<file path="src/rtl/uart_tx_ctrl.sv">
// Memory-mapped UART transmit controller: decodes a 16-byte MMIO window on the core data bus,
// queues TX bytes in a FIFO and hands them to the Uart one at a time via start/busy.
module uart_tx_ctrl #(
    parameter logic [31:0] UART_BASE  = 32'h1000_0000,
    parameter int          FIFO_DEPTH = 8
) (
    input  logic        clk,
    input  logic        rst,
    input  logic [31:0] address,
    input  logic [31:0] write_data,
    input  logic        write_enable,
    input  logic [3:0]  write_mask,
    input  logic [31:0] dmem_read_data,
    output logic [31:0] read_data,
    output logic        dmem_write_enable,
    output logic        uart_start,
    output logic [7:0]  uart_data,
    input  logic        uart_busy
);
    localparam int PW = $clog2(FIFO_DEPTH);
    localparam int CW = PW + 1;

    typedef enum logic [1:0] {IDLE, START, WAIT_BUSY, WAIT_DONE} state_t;

    state_t        state_q, state_d;
    logic [7:0]    mem [FIFO_DEPTH];
    logic [PW-1:0] rd_ptr, wr_ptr;
    logic [CW-1:0] count;
    logic          overflow;
    logic          hit, full, empty;
    logic [1:0]    reg_sel;
    logic          push_req, push_ok, status_wr, pop;
    logic          start_d;
    logic [7:0]    data_d;
    logic [31:0]   status;
    logic          unused;

    assign unused  = ^{address[1:0], write_data[31:8], write_mask[3:1]};

    assign hit     = (address[31:4] == UART_BASE[31:4]);
    assign reg_sel = address[3:2];
    assign full    = (count == CW'(FIFO_DEPTH));
    assign empty   = (count == '0);

    assign push_req  = write_enable & hit & (reg_sel == 2'd0) & write_mask[0];
    assign push_ok   = push_req & ~full;
    assign status_wr = write_enable & hit & (reg_sel == 2'd1);

    always_comb begin
        status          = '0;
        status[0]       = full;
        status[1]       = empty;
        status[2]       = uart_busy;
        status[3]       = overflow;
        status[8 +: CW] = count;
    end

    always_comb begin
        if (!hit)                 read_data = dmem_read_data;
        else if (reg_sel == 2'd1) read_data = status;
        else                      read_data = '0;
    end

    assign dmem_write_enable = write_enable & ~hit;

    // Pop only on the IDLE->START transition; the head byte is latched into uart_data there.
    always_comb begin
        state_d = state_q;
        pop     = 1'b0;
        start_d = 1'b0;
        data_d  = uart_data;
        case (state_q)
            IDLE: begin
                if (!empty && !uart_busy) begin
                    pop     = 1'b1;
                    start_d = 1'b1;
                    data_d  = mem[rd_ptr];
                    state_d = START;
                end
            end
            START:     state_d = WAIT_BUSY;
            WAIT_BUSY: if (uart_busy)  state_d = WAIT_DONE;
            WAIT_DONE: if (!uart_busy) state_d = IDLE;
            default:   state_d = IDLE;
        endcase
    end

    always_ff @(posedge clk or negedge rst) begin
        if (!rst) begin
            state_q    <= IDLE;
            uart_start <= 1'b0;
            uart_data  <= '0;
        end else begin
            state_q    <= state_d;
            uart_start <= start_d;
            uart_data  <= data_d;
        end
    end

    // Storage needs no reset: occupancy is tracked by count/pointers.
    always_ff @(posedge clk) begin
        if (push_ok) mem[wr_ptr] <= write_data[7:0];
    end

    always_ff @(posedge clk or negedge rst) begin
        if (!rst) begin
            rd_ptr   <= '0;
            wr_ptr   <= '0;
            count    <= '0;
            overflow <= 1'b0;
        end else begin
            if (push_ok) wr_ptr <= wr_ptr + PW'(1);
            if (pop)     rd_ptr <= rd_ptr + PW'(1);
            case ({push_ok, pop})
                2'b10:   count <= count + CW'(1);
                2'b01:   count <= count - CW'(1);
                default: count <= count;
            endcase
            if (push_req && full) overflow <= 1'b1;
            else if (status_wr)   overflow <= 1'b0;
        end
    end
endmodule

</file>
<file path="config.mk">
export PLATFORM = sky130hd
export DESIGN_NAME = uart_tx_ctrl
export DESIGN_NICKNAME = d
export VERILOG_FILES = /design/src/rtl/uart_tx_ctrl.sv
export SDC_FILE = /design/constraint.sdc
export NUM_CORES = 1
export LEC_CHECK = 0
export CAP_MARGIN = 15
export CORE_MARGIN = 3
export CORE_UTILIZATION = 40
export CTS_CLUSTER_DIAMETER = 30
export DETAILED_ROUTE_END_ITERATION = 8
export GPL_ROUTABILITY_DRIVEN = 0
export PLACE_DENSITY = 0.7
export REMOVE_ABC_BUFFERS = 1
export SYNTH_ARGS = -nofsm -noshare
export SYNTH_HDL_FRONTEND = slang
export SYNTH_SLANG_ARGS = --single-unit
</file>
<file path="constraint.sdc">
create_clock -name clk -period 5.45 [get_ports clk]
set_input_delay 0.8175 -clock clk [delete_from_list [all_inputs] [get_ports clk]]
set_output_delay 0.8175 -clock clk [all_outputs]
set_load 0.005 [all_outputs]
</file>
* Word-level counts from Yosys, hierarchy flattened
Memories as Yosys holds them, arrays and structs flattened. A register that Yosys moved wholly into a read port is not among the register bits.
Cells that the tools add are included.
** Operators by class
- $add $sub $neg :: 4
- Multiplexer cells :: 13
- Bitwise gates (word level) :: 8
- Reduce and logical (&&, ||, !) cells :: 12
- Equality and inequality tests :: 11
** Operator list (number)
- $mux W32 :: 1
- $eq A28 B25 Y1 const B :: 1
- $mux W12 :: 1
- $pmux W2 S4 :: 1
- $pmux W4 S2 :: 1
- $add A3 B1 Y3 const B :: 2
- $and A1 B1 Y1 :: 6
- $eq A2 B1 Y1 const B :: 3
- $eq A2 B2 Y1 const B :: 3
- $mux W1 :: 6
- $mux W2 :: 3
- $ne A2 B2 Y1 const B :: 3
- $add A4 B1 Y4 const B :: 1
- $eq A4 B4 Y1 const B :: 1
- $logic_not A2 Y1 :: 2
- $logic_not A4 Y1 :: 1
- $reduce_bool A2 Y1 :: 2
- $sub A4 B1 Y4 const B :: 1
- $logic_not A1 Y1 :: 3
- $reduce_and A3 Y1 :: 1
- $logic_and A1 B1 Y1 :: 2
- $not A1 Y1 :: 2
- $reduce_and A2 Y1 :: 1
** Word-level totals
- Memories kept :: 1
- Output and inout bits :: 42
- Flip-flop bits (word level) :: 14
- Word-level logic and storage cells :: 55
- Memory bits (writable) :: 64
** Memory list
- mem :: depth 8, width 8, read ports 1, clocked after Yosys merged registers in 1, wr ports 1, RTL line 26 : logic [7:0] mem [FIFO_DEPTH];

* Longest topological paths before layout
- Depth in word-level cells :: 7
- Gate-level depth with buffers :: 14
- Mapped depth without buffers :: 11

* Worst setup path after synthesis
Ideal clock, no wire load.
- Kind :: input port to flip-flop
- Start point :: input port address[7]
- End point :: register count[2]
- Data required time :: 5323 ps
- Data arrival time :: 2920 ps
- Stages on the path :: 13
- Buffers on the path :: 2
- Slack :: 2403 ps
- Library setup time :: 127 ps
- Cells stage by stage :: nor4_1 nand3_2 nor3_4 buf_6 inv_1 ha_1 clkbuf_1 xor2_1 ha_1 a21oi_1 xor2_1 nor2_1 xor2_1
** On the way
- Cells in the longest elaborated chain, start to end :: 7
** Ends and longest elaborated chain
- start: declaration :: RTL line 9 : input logic [31:0] address,
- $eq A28 B25 Y1 * :: RTL line 40 : assign hit = (address[31:4] == UART_BASE[31:4]);
- $and A1 B1 Y1 * (3 in a row) :: RTL line 45 : assign push_req = write_enable & hit & (reg_sel == 2'd0) & write_mask[0];
- $and A1 B1 Y1 * :: RTL line 46 : assign push_ok = push_req & ~full;
- $eq A2 B1 Y1 or $eq A2 B2 Y1 (tied branches) :: RTL line 114 : case ({push_ok, pop})
- $pmux W4 S2 or $reduce_bool A2 Y1 (tied branches)
- end signal: assignment :: RTL line 115 : 2'b10: count <= count + CW'(1);
- end signal: assignment :: RTL line 116 : 2'b01: count <= count - CW'(1);
- end signal: assignment :: RTL line 117 : default: count <= count;
- end: declaration :: RTL line 28 : logic [CW-1:0] count;
Every way passes the cells marked *; elsewhere a longest branch is shown, timed or not.
A chain may end at the register's enable or synchronous reset.

* Worst setup path in the final report
- Start point :: input port address[6]
- End point :: output port read_data[0]
** On the way
- Cells in the longest elaborated chain, start to end :: 2
** Ends and longest elaborated chain
- $eq A28 B25 Y1 :: RTL line 40
- $mux W32 :: RTL line 59 : if (!hit) read_data = dmem_read_data;
- end: declaration :: RTL line 14 : output logic [31:0] read_data,
No other way between the ends.

==> out/results.tsv <==
metric	value	unit
num_io_pins	146	
clk_latency	0.35	ns
die_h	107	um
wirelength	8930	um
area_delta_synth_final	36.3	%
synth.cell_area	4060	sq um
track_usage	0.164	
worstSetupPathType	primary input to output port	
synth.area.top_cells	edfxtp_1, dfrtp_1, mux4_2	
cp_max_fo	26	
rr_worst_depth	10	
placement.io_buffers	116	
core_area	9820	sq um
firstDrtPassIters	4	
yosys_most_used_dff	edfxtp_1	
whs_path_depth	2	
leakagePower	1.97	nW
worst_pin_slew	0.827	ns
dieArea	11400	sq um
place_hpwl	6530	um
final_util	0.563	
pre_cts_ws	1.15	ns
num_vias	2536	
skew	0.00994	ns
synth_edf_count	64	
yosysWarningCount	0	
grt_max_degree	27	
crit_required	4.63	ns
drt_iter0_markers	133	
cts_setup_buffers	0	
outcome	complete, no violations	
antenna_found_initial	1	
setup_tns	0	ns
clockBufferDepth	2	
cts_tree	done	
ys_seq_area_frac	0.610	
p_per_area	229	nW/um^2
final_area	5530	sq um
cts_inserted_buffers	9	
critPathCaptureType	output port	
drive_above_1_share	0.136	
hold_buffers	0	
yosysTopAreaCellShare	0.474	
start_util	0.413	
power.total	1.27	mW
fin_crit	4.30	ns
die_w	107	um
cap_violations	0	
arrival	3.48	ns
row_count	36	
grt_pass1_wl	14000	um
drtAntennaViolNets	0	
finalWorstSetupSlack	1.15	ns
antenna_cells	0	
async_flop_share	0.256	
syn_avg_cell_area	15.5	sq um
rsz0062_at_grt	no	
first_global_vias	2563	
finalSetupViolCount	0	
placed_area	5310	sq um
vias_per_cell	4.93	
synth_top_area_cell	edfxtp_1	
drc	0	
synth_common_cells	edfxtp_1, nor2b_1, dfrtp_1	
synth-seq-cells	86	
critPathLaunchType	primary input	
root_buffer	clkbuf_8	
cts_resized	0	
fmax	233	MHz
wl_per_cell	17.4	um
max_slew_margin	0.448	
fin_crit_sh	0.788	
synth_most_common_cell	edfxtp_1	
cts.htree.levels	3	
hp-class	register to register	
syn_inst	261	
cts.sinks	86	
yosysUniqueCellTypes	43	
clk_pin_slew_worst_paths	0.08	ns
drv_slew	0	
ir_worst_vdd	0.180	mV
overflow	0	
timing.final.hold_violations	0	
layout.nets	489	
[per-layer routing]
layer  global-route usage  vias up  share of wire
li1                     -     1229              -
met2                0.282       43           0.52
met4               0.0393        2          0.012
met5                    0        -        0.00078
met3               0.0452       11          0.035
met1                0.207     1251           0.43
[worst max-delay path, stage by stage]
cell and delay (ns):
clkdlybuf4s50_1 0.42, nor4_1 0.36, nand3_2 0.41, nor2_4 0.61
mux2_2 0.40, clkdlybuf4s50_1 0.46
[sequential cells by signal, summed over array words and instances (netlist names)]
register and cells:
mem 64, uart_data 8, count 4, rd_ptr 3, wr_ptr 3, state_q 2
overflow 1, uart_start 1
[power by group]
group / total (mW) / switching, mW / internal, mW
logic: 0.162 / 0.0592 / 0.103
clock network: 0.388 / 0.222 / 0.166
registers: 0.718 / 0.00578 / 0.712
[worst paths after layout]
check	from	endpoint	slack [ns]
worst max register to register	count[2]$_DFFE_PN0P_	count[2]$_DFFE_PN0P_	2.82
worst min register to register	overflow$_DFFE_PN0P_	overflow$_DFFE_PN0P_	0.51
min in group asynchronous	rst	uart_data[6]$_DFFE_PN0P_	0.77
worst max-delay path	address[6]	read_data[0]	1.15
worst min-delay path	overflow$_DFFE_PN0P_	overflow$_DFFE_PN0P_	0.51
max in group asynchronous	rst	count[1]$_DFFE_PN0P_	4.25
[stage by stage]
step	instances	hold slack, ns
floorplan	246	0.458
global placement	496	0.482
detailed placement	496	0.497
CTS	512	0.515
global route	514	0.543
finish	514	0.505
[cell families (layout without fill, tap and decap cells)]
logic type | after synthesis | in the layout | synth area share
adder cells (fa/ha/maj) | 9 | 9 | 0.0278
multiplexers | 30 | 30 | 0.125
flip-flops | 86 | 86 | 0.610
AND/OR/NAND/NOR | 77 | 77 | 0.148
buffers and inverters | 19 | 139 | 0.0238
XOR/XNOR | 10 | 10 | 0.0216
AO/OA/AOI/OAI | 30 | 30 | 0.0441
[area by class of cell]
type,count,area (sq um)
Timing Repair Buffer,119,1210
Fill cell,849,4290
Clock inverter,7,47.5
Inverter,4,15.0
Sequential cell,86,2470
Multi-Input combinational cell,156,1490
Tap cell,133,166
Clock buffer,9,124
[layout by cell type (no fill, tap or decap), types with 8 or more instances in the layout]
master / count
dfrtp_1: 22
nand2_1: 9
nor2_1: 13
edfxtp_1: 64
nor2b_1: 27
clkbuf_8: 9
ha_1: 9
o21ai_0: 8
mux2i_1: 9
clkdlybuf4s50_1: 116
xor2_1: 8
a21oi_1: 11
mux4_2: 16
o31ai_1: 8
Power figures use the tool's default switching activity.
